**config.mk**
```make
export PLATFORM = sky130hd
export DESIGN_NAME = axis_testpattern_sequencer_flat
export DESIGN_NICKNAME = d
export VERILOG_FILES = /design/src/rtl/axis_testpattern_sequencer_if.sv /design/src/rtl/axis_testpattern_sequencer.sv /design/src/flat_wrapper.sv
export SDC_FILE = /design/constraint.sdc
export NUM_CORES = 1
export LEC_CHECK = 0
export CELL_PAD_IN_SITES_DETAIL_PLACEMENT = 0
export CELL_PAD_IN_SITES_GLOBAL_PLACEMENT = 1
export CORE_UTILIZATION = 47
export CTS_CLUSTER_SIZE = 16
export DETAILED_ROUTE_END_ITERATION = 12
export PLACE_DENSITY_LB_ADDON = 0.1
export SYNTH_ARGS = -nofsm -noshare
export SYNTH_HDL_FRONTEND = slang
export SYNTH_SLANG_ARGS = --single-unit
export TNS_END_PERCENT = 50
```
**constraint.sdc**
```tcl
create_clock -name m_axis_aclk -period 9 [get_ports m_axis_aclk]
set_clock_uncertainty 0.1 [all_clocks]
set_input_delay 1.8 -clock m_axis_aclk [delete_from_list [all_inputs] [get_ports m_axis_aclk]]
set_output_delay 1.8 -clock m_axis_aclk [all_outputs]
set_load 0.01 [all_outputs]
```
**src/rtl/axis_testpattern_sequencer_if.sv**
```systemverilog
// AXI-Stream beat bus (tdata/tvalid/tready) shared by the sequencer's input and output ports.
// master drives data/valid and samples ready; slave is the mirror image.
interface axis_testpattern_sequencer_if #(
    parameter int DATA_WIDTH = 8
);
    logic [DATA_WIDTH-1:0] tdata;
    logic                  tvalid;
    logic                  tready;

    modport master (output tdata, output tvalid, input tready);
    modport slave  (input tdata, input tvalid, output tready);
endinterface

```
**src/rtl/axis_testpattern_sequencer.sv**
```systemverilog
// Burst scheduler between a test-pattern generator and an AXIS sink: N bursts of fixed length separated by idle gaps.
// Latency 0 (combinational pass-through gated by registered state); optional tlast via TESTPATTERN_SEQ_TLAST_EN.
module axis_testpattern_sequencer #(
    parameter int DATA_WIDTH = 8,
    parameter int LEN_WIDTH  = 16,
    parameter int REP_WIDTH  = 8
) (
    input  logic                  m_axis_aclk,
    input  logic                  m_axis_areset,
    input  logic                  start,
    input  logic                  stop,
    input  logic [LEN_WIDTH-1:0]  burst_len,
    input  logic [LEN_WIDTH-1:0]  gap_len,
    input  logic [REP_WIDTH-1:0]  repeat_count,
    output logic                  gen_enable,
    axis_testpattern_sequencer_if.slave  s_axis,
    axis_testpattern_sequencer_if.master m_axis,
`ifdef TESTPATTERN_SEQ_TLAST_EN
    output logic                  m_axis_tlast,
`endif
    output logic                  busy,
    output logic                  done
);
    typedef enum logic [1:0] {IDLE, BURST, GAP} state_t;

    state_t                state_q;
    logic [LEN_WIDTH-1:0]  len_q, gap_lim_q, beat_q, gap_q;
    logic [REP_WIDTH-1:0]  rep_lim_q, rep_q;
    logic                  stop_q, done_q;

    logic                  in_burst, hs, last_beat, rep_last, seq_over;
    logic [DATA_WIDTH-1:0] pass_dat;

    assign in_burst      = (state_q == BURST);
    assign pass_dat      = s_axis.tdata;
    assign m_axis.tdata  = pass_dat;
    assign m_axis.tvalid = in_burst & s_axis.tvalid;
    assign s_axis.tready = in_burst & m_axis.tready;
    assign hs            = m_axis.tvalid & m_axis.tready;

    assign last_beat = (beat_q == len_q - LEN_WIDTH'(1));
    assign rep_last  = (rep_lim_q != '0) && (rep_q == rep_lim_q - REP_WIDTH'(1));
    // A stop arriving on the final beat's cycle ends the sequence just like a latched one.
    assign seq_over  = stop_q | stop | rep_last;

    assign gen_enable = in_burst;
    assign busy       = (state_q != IDLE);
    assign done       = done_q;
`ifdef TESTPATTERN_SEQ_TLAST_EN
    assign m_axis_tlast = m_axis.tvalid & last_beat;
`endif

    always_ff @(posedge m_axis_aclk or posedge m_axis_areset) begin
        if (m_axis_areset) begin
            state_q   <= IDLE;
            len_q     <= '0;
            gap_lim_q <= '0;
            rep_lim_q <= '0;
            beat_q    <= '0;
            gap_q     <= '0;
            rep_q     <= '0;
            stop_q    <= 1'b0;
            done_q    <= 1'b0;
        end else begin
            done_q <= 1'b0;
            case (state_q)
                IDLE: begin
                    if (start && !stop) begin
                        len_q     <= (burst_len == '0) ? LEN_WIDTH'(1) : burst_len;
                        gap_lim_q <= gap_len;
                        rep_lim_q <= repeat_count;
                        beat_q    <= '0;
                        gap_q     <= '0;
                        rep_q     <= '0;
                        stop_q    <= 1'b0;
                        state_q   <= BURST;
                    end
                end
                BURST: begin
                    if (stop) stop_q <= 1'b1;
                    if (hs) begin
                        if (last_beat) begin
                            beat_q <= '0;
                            if (seq_over) begin
                                stop_q  <= 1'b0;
                                done_q  <= 1'b1;
                                state_q <= IDLE;
                            end else begin
                                rep_q <= rep_q + REP_WIDTH'(1);
                                if (gap_lim_q != '0) begin
                                    gap_q   <= '0;
                                    state_q <= GAP;
                                end
                            end
                        end else begin
                            beat_q <= beat_q + LEN_WIDTH'(1);
                        end
                    end
                end
                GAP: begin
                    if (stop) begin
                        gap_q   <= '0;
                        done_q  <= 1'b1;
                        state_q <= IDLE;
                    end else if (gap_q == gap_lim_q - LEN_WIDTH'(1)) begin
                        gap_q   <= '0;
                        state_q <= BURST;
                    end else begin
                        gap_q <= gap_q + LEN_WIDTH'(1);
                    end
                end
                default: state_q <= IDLE;
            endcase
        end
    end
endmodule

```
**src/flat_wrapper.sv**
```systemverilog
// flat-port wrapper written by rule: the top's interface ports become plain ports
module axis_testpattern_sequencer_flat 
#(
    parameter int DATA_WIDTH = 8,
    parameter int LEN_WIDTH  = 16,
    parameter int REP_WIDTH  = 8
)
  (m_axis_aclk, m_axis_areset, start, stop, burst_len, gap_len, repeat_count, gen_enable, busy, done, s_axis_tdata, s_axis_tvalid, s_axis_tready, m_axis_tdata, m_axis_tvalid, m_axis_tready);
  axis_testpattern_sequencer_if #(.DATA_WIDTH(DATA_WIDTH)) s_axis_i ();
  axis_testpattern_sequencer_if #(.DATA_WIDTH(DATA_WIDTH)) m_axis_i ();
  input  logic m_axis_aclk;
  input  logic m_axis_areset;
  input  logic start;
  input  logic stop;
  input  logic [LEN_WIDTH-1:0] burst_len;
  input  logic [LEN_WIDTH-1:0] gap_len;
  input  logic [REP_WIDTH-1:0] repeat_count;
  output logic gen_enable;
  output logic busy;
  output logic done;
  input wire logic [$bits(s_axis_i.tdata)-1:0] s_axis_tdata;
  input wire logic [$bits(s_axis_i.tvalid)-1:0] s_axis_tvalid;
  output wire logic [$bits(s_axis_i.tready)-1:0] s_axis_tready;
  output wire logic [$bits(m_axis_i.tdata)-1:0] m_axis_tdata;
  output wire logic [$bits(m_axis_i.tvalid)-1:0] m_axis_tvalid;
  input wire logic [$bits(m_axis_i.tready)-1:0] m_axis_tready;
  assign s_axis_i.tdata = s_axis_tdata;
  assign s_axis_i.tvalid = s_axis_tvalid;
  assign s_axis_tready = s_axis_i.tready;
  assign m_axis_tdata = m_axis_i.tdata;
  assign m_axis_tvalid = m_axis_i.tvalid;
  assign m_axis_i.tready = m_axis_tready;
  axis_testpattern_sequencer #(.DATA_WIDTH(DATA_WIDTH), .LEN_WIDTH(LEN_WIDTH), .REP_WIDTH(REP_WIDTH)) u_core (.m_axis_aclk(m_axis_aclk), .m_axis_areset(m_axis_areset), .start(start), .stop(stop), .burst_len(burst_len), .gap_len(gap_len), .repeat_count(repeat_count), .gen_enable(gen_enable), .s_axis(s_axis_i), .m_axis(m_axis_i), .busy(busy), .done(done));
endmodule
```
==> results by group, run 1 <==
Outcome
  • Outcome: completed

Synthesis
  • Post-synth top cells: dfrtp_1 (84), mux2_2 (42), nor2_1 (37), nand2_1 (36), o21ai_0 (32)
  • Mapped Avg Cell Area: 9.46 um2
  • EDFF count, synth: 0
  • Post-synth top area share: 0.392
  • Area leader, netlist: dfrtp_1
  • Cell count after synthesis: 567
  • Synth warn: 0
  • Most frequent cell after synthesis: dfrtp_1
  • Syn Nets: 631
  • Register area share after synthesis: 0.392
  • Ys async rst share: 1.00
  • Area contributors post-synth: dfrtp_1 (39%), mux2_2 (8.8%), xnor2_1 (4.9%)
  • Mapped cell area: 5360 um2
  • FF+latch count, synth: 84
  • Ys flop type: dfrtp_1
  • Library cells used by synthesis: 63

STA
  • Setup TNS: 0 ns
  • RSZ-0062 raised after global routing: false
  • Max frequency: 205 MHz
  • Max-slew violation count: 0
  • Final Setup Violations: 0
  • Tcrit/Tclk final: 0.541
  • Hold_ws: 0.439 ns
  • Final Critical Period: 4.87 ns
  • Final Hold Viols: 0
  • Rel. slew slack: 0.277
  • Least-Margin Pin Slew: 1.09 ns

Floorplan
  • Initial Util: 0.488
  • Core area: 11000 um2
  • Num ports: 67
  • DIE AREA: 11800 um2
  • Die H: 109 um
  • Die W: 109 um
  • Num rows: 38

Critical path
  • Delay-heaviest family, CP: buffers and inverters
  • Endpoint class of the critical path: output port
  • CP Data Arrival Time: 2.97 ns
  • WP buf/inv: 2
  • CP Max Fanout: 2
  • WP depth: 3
  • Most frequent CP cell: clkdlybuf4s50_1
  • Max stage delay on crit path: 0.53 ns
  • Worst-case reg-to-reg path depth: 10
  • Setup CP Type: input pin to output port
  • Crit path cell chain: clkdlybuf4s50_1, and2_1, clkdlybuf4s50_1
  • CP max stage cell: clkdlybuf4s50_1
  • Worst path required time: 7.10 ns
  • Critical path startpoint category: input pin

Clock network
  • Hold_buf cts: 0
  • Clk_lat worst skew: 0.34 ns
  • H-Tree Depth: 3
  • Root Driver: clkbuf_16
  • Clk sink count: 84
  • Setup Fix Bufs, Post-CTS: 0
  • Num CTS Buffers: 9
  • Cts repair resizes: 0
  • CTS tree: built
  • Maximum root-to-sink buffer count: 2
  • Clock-pin slew on the worst setup and hold paths: 0.06 ns

Hold path
  • Hold WC Path Type: flop to flop
  • Hold depth: 1

Power and ir drop
  • Maximum VDD drop: 161 uV
  • Net Sw Power: 0.000673 W
  • Pwr Density: 275 nW/um2
  • Cell leakage power: 2.41 nW
  • Logic pwr share: 0.401
  • Clock share of power: 0.221
  • Switching Fraction: 0.395
  • Reg power frac: 0.378
  • Internal: 0.00103 W

Detailed routing
  • Vias: 4393
  • DR iter-0 viols: 222
  • Antenna-violating nets left: 0
  • Routed len/inst: 17.3 um
  • Drt pass-1 iters: 4
  • Remaining DRCs: 0
  • Routed vias/inst: 5.94
  • WL final: 12.8 mm

Global route
  • Vias in the first global route: 4326
  • First-pass GRT wire length: 21.7 mm
  • Largest net degree at the start of global routing: 85
  • Global Route Usage Sum: 0.238
  • Initial antenna violation count: 0
  • Overflow after GRT: 0

Place
  • Placed instance count: 725
  • Placer congestion estimate: 0.876
  • Port Buffer Count: 50
  • Post-DP HPWL: 9.27 mm
  • Placed Area: 5890 um2

Final layout
  • Share of layout cells above drive strength 1: 0.125
  • Area delta synth->final: 15.5%
  • # fillers: 982
  • Design area: 6190 um2
  • Non-filler instance count after layout: 740
  • # nets final: 660
  • ANT cells: 0

Flow run
  • Max-Cap Viols: 0
## layer usage
metal / global-route usage / vias up / wire [um]
met2: 0.384 / 68 / 6000
li1: - / 2136 / -
met3: 0.0281 / 25 / 334
met4: 0.107 / 0 / 285
met1: 0.320 / 2164 / 6170
met5: 0 / - / 0
## worst paths after layout
kind,start,to,slack (ns)
min,u_core.len_q[15]$_DFFE_PP0P_,u_core.len_q[15]$_DFFE_PP0P_,0.44
min reg2reg,u_core.len_q[15]$_DFFE_PP0P_,u_core.len_q[15]$_DFFE_PP0P_,0.44
max reg2reg,u_core.gap_lim_q[0]$_DFFE_PP0P_,u_core.gap_q[8]$_DFFE_PP0P_,5.23
min in group asynchronous,m_axis_areset,u_core.gap_lim_q[7]$_DFFE_PP0P_,2.02
max,m_axis_tready,s_axis_tready,4.13
max in group asynchronous,m_axis_areset,u_core.beat_q[2]$_DFFE_PP0P_,6.07
## placed cells by master (no fill, tap or decap), drive strengths merged, types with 7 or more instances in the layout
cell | synthesis | final
dfrtp | 84 | 84
clkdlybuf4s50 | 0 | 50
mux2 | 42 | 42
nor2 | 37 | 37
nand2 | 36 | 36
o21ai | 32 | 32
xnor2 | 30 | 30
nand3 | 28 | 28
xor2 | 27 | 27
nand4 | 18 | 18
a21oi | 16 | 16
nor4 | 16 | 16
nor3 | 15 | 15
inv | 15 | 14
or3 | 10 | 10
ha | 10 | 10
clkbuf | 22 | 10
or4 | 9 | 9
nand2b | 9 | 9
and2 | 7 | 7
o311ai | 7 | 7
## kinds of logic (layout without fill, tap and decap cells)
kind of cell,after synthesis,in the layout,synth area share
AO/OA/AOI/OAI,108,108,0.137
buffers and inverters,49,82,0.0413
flip-flops,84,84,0.392
XOR/XNOR,57,57,0.0931
AND/OR/NAND/NOR,212,212,0.216
multiplexers,47,47,0.0975
adder cells (fa/ha/maj),10,10,0.0233
## through the flow
step	setup WS [ns]	total power (W)	utilization
after floorplan	4.93	0.00115	-
after global placement	4.16	0.00131	0.537
after detailed placement	3.99	0.00133	0.537
after CTS	4.13	0.00172	0.564
after global routing	3.93	0.00183	0.564
final	4.13	0.00171	0.564
## final cells by class
type	instances	area, um2	area share
clock inverter	5	62.6	0.0101
inverter	15	57.6	0.00929
tap	140	175	0.0283
clock buffer	10	239	0.0386
sequential	84	2100	0.339
multi-input combinational	434	3040	0.491
timing repair buffer	52	515	0.0832
## flip-flops by register name (all words and copies together), names as in the netlist
register,cells
u_core.beat_q,16
u_core.rep_q,8
u_core.len_q,16
u_core.rep_lim_q,8
u_core.state_q,2
u_core.gap_q,16
u_core.stop_q,1
u_core.done,1
u_core.gap_lim_q,16
## power by group through the flow
stage                     Clock (W)  Sequential [W]  Combinational, W
after global routing       0.000403        0.000664          0.000763
after CTS                  0.000385        0.000643          0.000687
after detailed placement          0        0.000651          0.000682
after floorplan                   0        0.000588          0.000560
final                      0.000377        0.000645          0.000684
after global placement            0        0.000645          0.000664
Power figures use the tool's default switching activity.
==> run 2, diff against run 1 <==
--- a/config.mk
+++ b/config.mk
@@ -7,7 +7,7 @@
 export LEC_CHECK = 0
 export CELL_PAD_IN_SITES_DETAIL_PLACEMENT = 0
 export CELL_PAD_IN_SITES_GLOBAL_PLACEMENT = 1
-export CORE_UTILIZATION = 47
+export CORE_UTILIZATION = 39
 export CTS_CLUSTER_SIZE = 16
 export DETAILED_ROUTE_END_ITERATION = 12
 export PLACE_DENSITY_LB_ADDON = 0.1
==> constraint.sdc (replaced) <==
create_clock -name m_axis_aclk -period 4 [get_ports m_axis_aclk]
set_clock_uncertainty 0.1 [all_clocks]
set_input_delay 0.8 -clock m_axis_aclk [delete_from_list [all_inputs] [get_ports m_axis_aclk]]
set_output_delay 0.8 -clock m_axis_aclk [all_outputs]
set_load 0.01 [all_outputs]
==> results by group, run 2 (same netlist as run 1, synthesis figures left out) <==
Critical path
  • Endpoint class of the critical path: flop
  • Critical path startpoint category: flop
  • Setup CP Type: flop to flop
  • Worst path required time: 4.11 ns
  • CP Max Fanout: 12
  • CP Data Arrival Time: 3.66 ns

Floorplan
  • Num rows: 42
  • Num ports: 67
  • DIE AREA: 14200 um2
  • Die W: 119 um
  • Initial Util: 0.402
  • Die H: 119 um
  • Core area: 13300 um2

Final layout
  • Leading cell type in the layout, fill and taps excluded: dfrtp_1
  • Share of layout cells above drive strength 1: 0.138
  • ANT cells: 0
  • Most frequent cells in the layout: dfrtp_1 (84), clkdlybuf4s50_1 (50), mux2_2 (42)
  • # nets final: 669
  • Area delta synth->final: 18.5%
  • Design area: 6360 um2
  • Non-filler instance count after layout: 786
  • # fillers: 1289

Place
  • Placed instance count: 770
  • Placed Area: 6020 um2
  • Post-DP HPWL: 9.52 mm
  • Placer congestion estimate: 0.861
  • Port Buffer Count: 50

Detailed routing
  • Routed len/inst: 16.3 um
  • Drt pass-1 iters: 4
  • DR iter-0 viols: 194
  • Vias: 4388
  • WL final: 12.8 mm
  • Remaining DRCs: 0
  • Antenna-violating nets left: 0
  • Routed vias/inst: 5.58

Clock network
  • Hold_buf cts: 0
  • Cts repair resizes: 0
  • Clk sink count: 84
  • Clk_lat worst skew: 0.34 ns
  • Maximum root-to-sink buffer count: 2
  • H-Tree Depth: 3
  • Num CTS Buffers: 9
  • CTS tree: built
  • Root Driver: clkbuf_16
  • Setup Fix Bufs, Post-CTS: 0
  • Clock-pin slew on the worst setup and hold paths: 0.07 ns

Global route
  • Overflow after GRT: 0
  • Initial antenna violation count: 0
  • Vias in the first global route: 4372
  • Global Route Usage Sum: 0.194
  • First-pass GRT wire length: 21.9 mm
  • Largest net degree at the start of global routing: 51

STA
  • Rel. slew slack: 0.371
  • Final Setup Violations: 0
  • Final Hold Viols: 0
  • Max-slew violation count: 0
  • Final Critical Period: 3.55 ns
  • Least-Margin Pin Slew: 0.935 ns
  • Setup TNS: 0 ns
  • RSZ-0062 raised after global routing: false
  • Tcrit/Tclk final: 0.887
  • Max frequency: 282 MHz

Hold path
  • Hold WC Path Type: flop to flop

Flow run
  • Max-Cap Viols: 0

Outcome
  • Outcome: completed

Power and ir drop
  • Cell leakage power: 2.48 nW
  • Pwr Density: 629 nW/um2
  • Maximum VDD drop: 332 uV
## run 2: cell types whose count changed in the layout (fill, tap and decap cells not counted)
| cell | delta |
|---|---|
| buf_12 | +1 |
| buf_4 | +8 |
| bufinv_16 | +2 |
| clkbuf_1 | +1 |
| clkbuf_8 | -1 |
| clkinv_2 | +1 |
| clkinv_4 | -2 |
| clkinvlp_4 | -1 |
| inv_6 | +1 |
## run 2: layout make-up
cell class | count | area (um2) | share of cell area
Clock buffer | 10 | 229 | 0.0360
Inverter | 15 | 57.6 | 0.00905
Multi-Input combinational cell | 434 | 3040 | 0.479
Sequential cell | 84 | 2100 | 0.331
Tap cell | 176 | 220 | 0.0346
Timing Repair Buffer | 61 | 596 | 0.0937
Clock inverter | 6 | 111 | 0.0175
## run 2: per-stage QoR
step	hold slack, ns	worst slack, ns	util	power (W)
3_3_place_gp	0.427	0.534	0.451	0.00303
5_1_grt	0.472	0.221	0.476	0.00431
3_5_place_dp	0.425	0.338	0.451	0.00305
4_1_cts	0.447	0.426	0.476	0.00403
6_report	0.442	0.452	0.476	0.00400
2_1_floorplan	0.400	0.773	-	0.00258
## run 2: path summary, 6_finish.rpt
path	slack, ns	start	depth (start not counted)	to
min in group asynchronous	0.85	m_axis_areset	2	u_core.gap_lim_q[5]$_DFFE_PP0P_
max reg2reg	0.45	u_core.len_q[0]$_DFFE_PP0P_	9	u_core.gap_q[12]$_DFFE_PP0P_
min reg2reg	0.44	u_core.len_q[15]$_DFFE_PP0P_	1	u_core.len_q[15]$_DFFE_PP0P_
max in group asynchronous	2.28	m_axis_areset	3	u_core.rep_lim_q[1]$_DFFE_PP0P_
max	0.45	u_core.len_q[0]$_DFFE_PP0P_	9	u_core.gap_q[12]$_DFFE_PP0P_
min	0.44	u_core.len_q[15]$_DFFE_PP0P_	1	u_core.len_q[15]$_DFFE_PP0P_
## run 2: critical path: stages (launching register included)
cell and delay (ns):
dfrtp_1 0.43, inv_1 0.09, ha_1 0.27, or4b_1 0.53
or3_1 0.36, o21ai_0 0.33, nand4_4 0.23, o21ai_0 0.28
nand2_1 0.32, o311ai_0 0.46
## run 2: metal layers
layer | share of wire | global-route usage | routed length [um]
met1 | 0.49 | 0.272 | 6240
met2 | 0.45 | 0.303 | 5810
met3 | 0.050 | 0.0374 | 638
met4 | 0.011 | 0.0554 | 141
met5 | 0 | 0 | 0
## run 2: where the power goes
part	switching, W	total [W]	internal (W)
combinational	0.000800	0.00158	0.000777
sequential	0.000381	0.00147	0.00109
clock	0.000344	0.000955	0.000611
total	0.00152	0.00400	0.00247
==> run 3, diff against run 2 <==
--- a/config.mk
+++ b/config.mk
@@ -7,9 +7,10 @@
 export LEC_CHECK = 0
 export CELL_PAD_IN_SITES_DETAIL_PLACEMENT = 0
 export CELL_PAD_IN_SITES_GLOBAL_PLACEMENT = 1
-export CORE_UTILIZATION = 39
+export CORE_UTILIZATION = 45
 export CTS_CLUSTER_SIZE = 16
 export DETAILED_ROUTE_END_ITERATION = 12
+export DONT_BUFFER_PORTS = 1
 export PLACE_DENSITY_LB_ADDON = 0.1
 export SYNTH_ARGS = -nofsm -noshare
 export SYNTH_HDL_FRONTEND = slang
==> results by group, run 3 (same netlist as run 1, synthesis figures left out) <==
Place
  • Placed Area: 5460 um2
  • Post-DP HPWL: 9.63 mm
  • Placer congestion estimate: 0.872
  • Port Buffer Count: 0

Final layout
  • Share of layout cells above drive strength 1: 0.152
  • # nets final: 619
  • Leading cell type in the layout, fill and taps excluded: dfrtp_1
  • Area delta synth->final: 7.07%
  • ANT cells: 0
  • Design area: 5740 um2
  • Most frequent cells in the layout: dfrtp_1 (84), mux2_2 (42), nor2_1 (37)

Clock network
  • Clk sink count: 84
  • H-Tree Depth: 3
  • Clk_lat worst skew: 0.35 ns
  • Maximum root-to-sink buffer count: 2
  • Num CTS Buffers: 9
  • Root Driver: clkbuf_16
  • Setup Fix Bufs, Post-CTS: 0
  • Hold_buf cts: 0
  • Cts repair resizes: 0
  • Clock-pin slew on the worst setup and hold paths: 0.07 ns
  • CTS tree: built

Global route
  • Largest net degree at the start of global routing: 49
  • Vias in the first global route: 4148
  • Overflow after GRT: 0
  • First-pass GRT wire length: 21.6 mm
  • Global Route Usage Sum: 0.222
  • Initial antenna violation count: 0

Power and ir drop
  • Post-layout power: 0.00374 W
  • Pwr Density: 652 nW/um2
  • Maximum VDD drop: 282 uV
  • Cell leakage power: 2.24 nW

STA
  • Final Setup Violations: 0
  • Setup TNS: 0 ns
  • Least-Margin Pin Slew: 0.872 ns
  • Rel. slew slack: 0.418
  • Max frequency: 282 MHz
  • Final Hold Viols: 0
  • Max-slew violation count: 0
  • RSZ-0062 raised after global routing: false
  • Final Critical Period: 3.55 ns
  • Tcrit/Tclk final: 0.887

Critical path
  • Critical path startpoint category: flop
  • Critical Path Source: u_core.len_q[0]$_DFFE_PP0P_
  • Worst path required time: 4.14 ns
  • CP Data Arrival Time: 3.68 ns
  • CP Max Fanout: 12
  • Setup slack, reg-to-reg: 0.45 ns
  • R2R Path Start: u_core.len_q[0]$_DFFE_PP0P_
  • Endpoint class of the critical path: flop
  • Critical path capture point: u_core.gap_q[12]$_DFFE_PP0P_
  • Most frequent CP cell: o21ai_0
  • Setup CP Type: flop to flop
  • Crit path cell chain: inv_1, ha_1, or4b_1, or3_1, o21ai_0, nand4_4, o21ai_0, nand2_1, o311ai_0
  • Worst-case reg-to-reg path depth: 9
  • Max stage delay on crit path: 0.51 ns
  • CP max stage cell: or4b_1
  • Reg-to-reg critical path endpoint: u_core.gap_q[12]$_DFFE_PP0P_

Floorplan
  • DIE AREA: 12400 um2
  • Die H: 111 um
  • Core area: 11500 um2
  • Num rows: 39
  • Num ports: 67
  • Die W: 111 um
  • Initial Util: 0.466

Outcome
  • Failing checks: DRC
  • Outcome: complete, but fails checks

Detailed routing
  • Vias: 4262
  • Drt pass-1 iters: 8
  • DR iter-0 viols: 138
  • WL final: 12.8 mm
  • Routed vias/inst: 6.06
  • Routed len/inst: 18.2 um
  • Remaining DRCs: 4
  • Antenna-violating nets left: 0

Hold path
  • Hold WC Path Type: input pin to async pin

Flow run
  • Max-Cap Viols: 0
run 3: cell types whose count changed in the layout (fill, tap and decap cells not counted), sizes merged:
cell,change
bufinv,-3
inv,-1
clkinv,+3
clkinvlp,+2
clkbuf,-1
clkdlybuf4s50,-50
run 3: where the power goes:
group / leakage (nW) / switching (W) / internal [W] / total, W
combinational: 1.04 / 0.000788 / 0.000701 / 0.00149
clock: 0.128 / 0.000368 / 0.000422 / 0.000791
sequential: 1.08 / 0.000376 / 0.00109 / 0.00146
run 3: routing by layer:
| layer | vias to the layer above | GRT usage | share of wire |
|---|---|---|---|
| li1 | 2059 | - | - |
| met1 | 2121 | 0.312 | 0.48 |
| met2 | 69 | 0.347 | 0.47 |
| met3 | 13 | 0.0284 | 0.033 |
| met4 | 0 | 0.0901 | 0.016 |
| met5 | - | 0 | 0 |
run 3: layout make-up:
cell class | instances | area, um2
Clock buffer | 9 | 225
Fill cell | 1078 | 5770
Tap cell | 143 | 179
Multi-Input combinational cell | 434 | 3040
Inverter | 15 | 57.6
Clock inverter | 7 | 53.8
Timing Repair Buffer | 11 | 82.6
Sequential cell | 84 | 2100
run 3: critical path, delay by kind of cell (launching register included):
kind	cells	cell delay (ns)
AOI/OAI and AO/OA	3	1.10
adders and majority gates	1	0.27
buffers and inverters	1	0.11
DFF	1	0.42
and+or+nand+nor	4	1.42
run 3: metrics by stage:
| stage | worst slack, ns | cells | utilization | hold slack (ns) |
|---|---|---|---|---|
| 4_1_cts | 0.403 | 703 | 0.499 | 0.410 |
| 3_3_place_gp | 0.573 | 687 | 0.474 | 0.419 |
| 5_1_grt | 0.0993 | 703 | 0.499 | 0.452 |
| 3_5_place_dp | 0.451 | 687 | 0.474 | 0.428 |
| 6_report | 0.453 | 703 | 0.499 | 0.378 |
| 2_1_floorplan | 0.773 | 567 | - | 0.400 |
run 3: worst min-delay path by stage:
stage	start	depth (start not counted)	endpoint
floorplan	u_core.len_q[15]$_DFFE_PP0P_	1	u_core.len_q[15]$_DFFE_PP0P_
global placement	u_core.len_q[15]$_DFFE_PP0P_	1	u_core.len_q[15]$_DFFE_PP0P_
detailed placement	u_core.len_q[15]$_DFFE_PP0P_	1	u_core.len_q[15]$_DFFE_PP0P_
CTS	m_axis_areset	1	u_core.gap_lim_q[6]$_DFFE_PP0P_
global route	m_axis_areset	1	u_core.gap_lim_q[14]$_DFFE_PP0P_
finish	m_axis_areset	1	u_core.gap_lim_q[7]$_DFFE_PP0P_
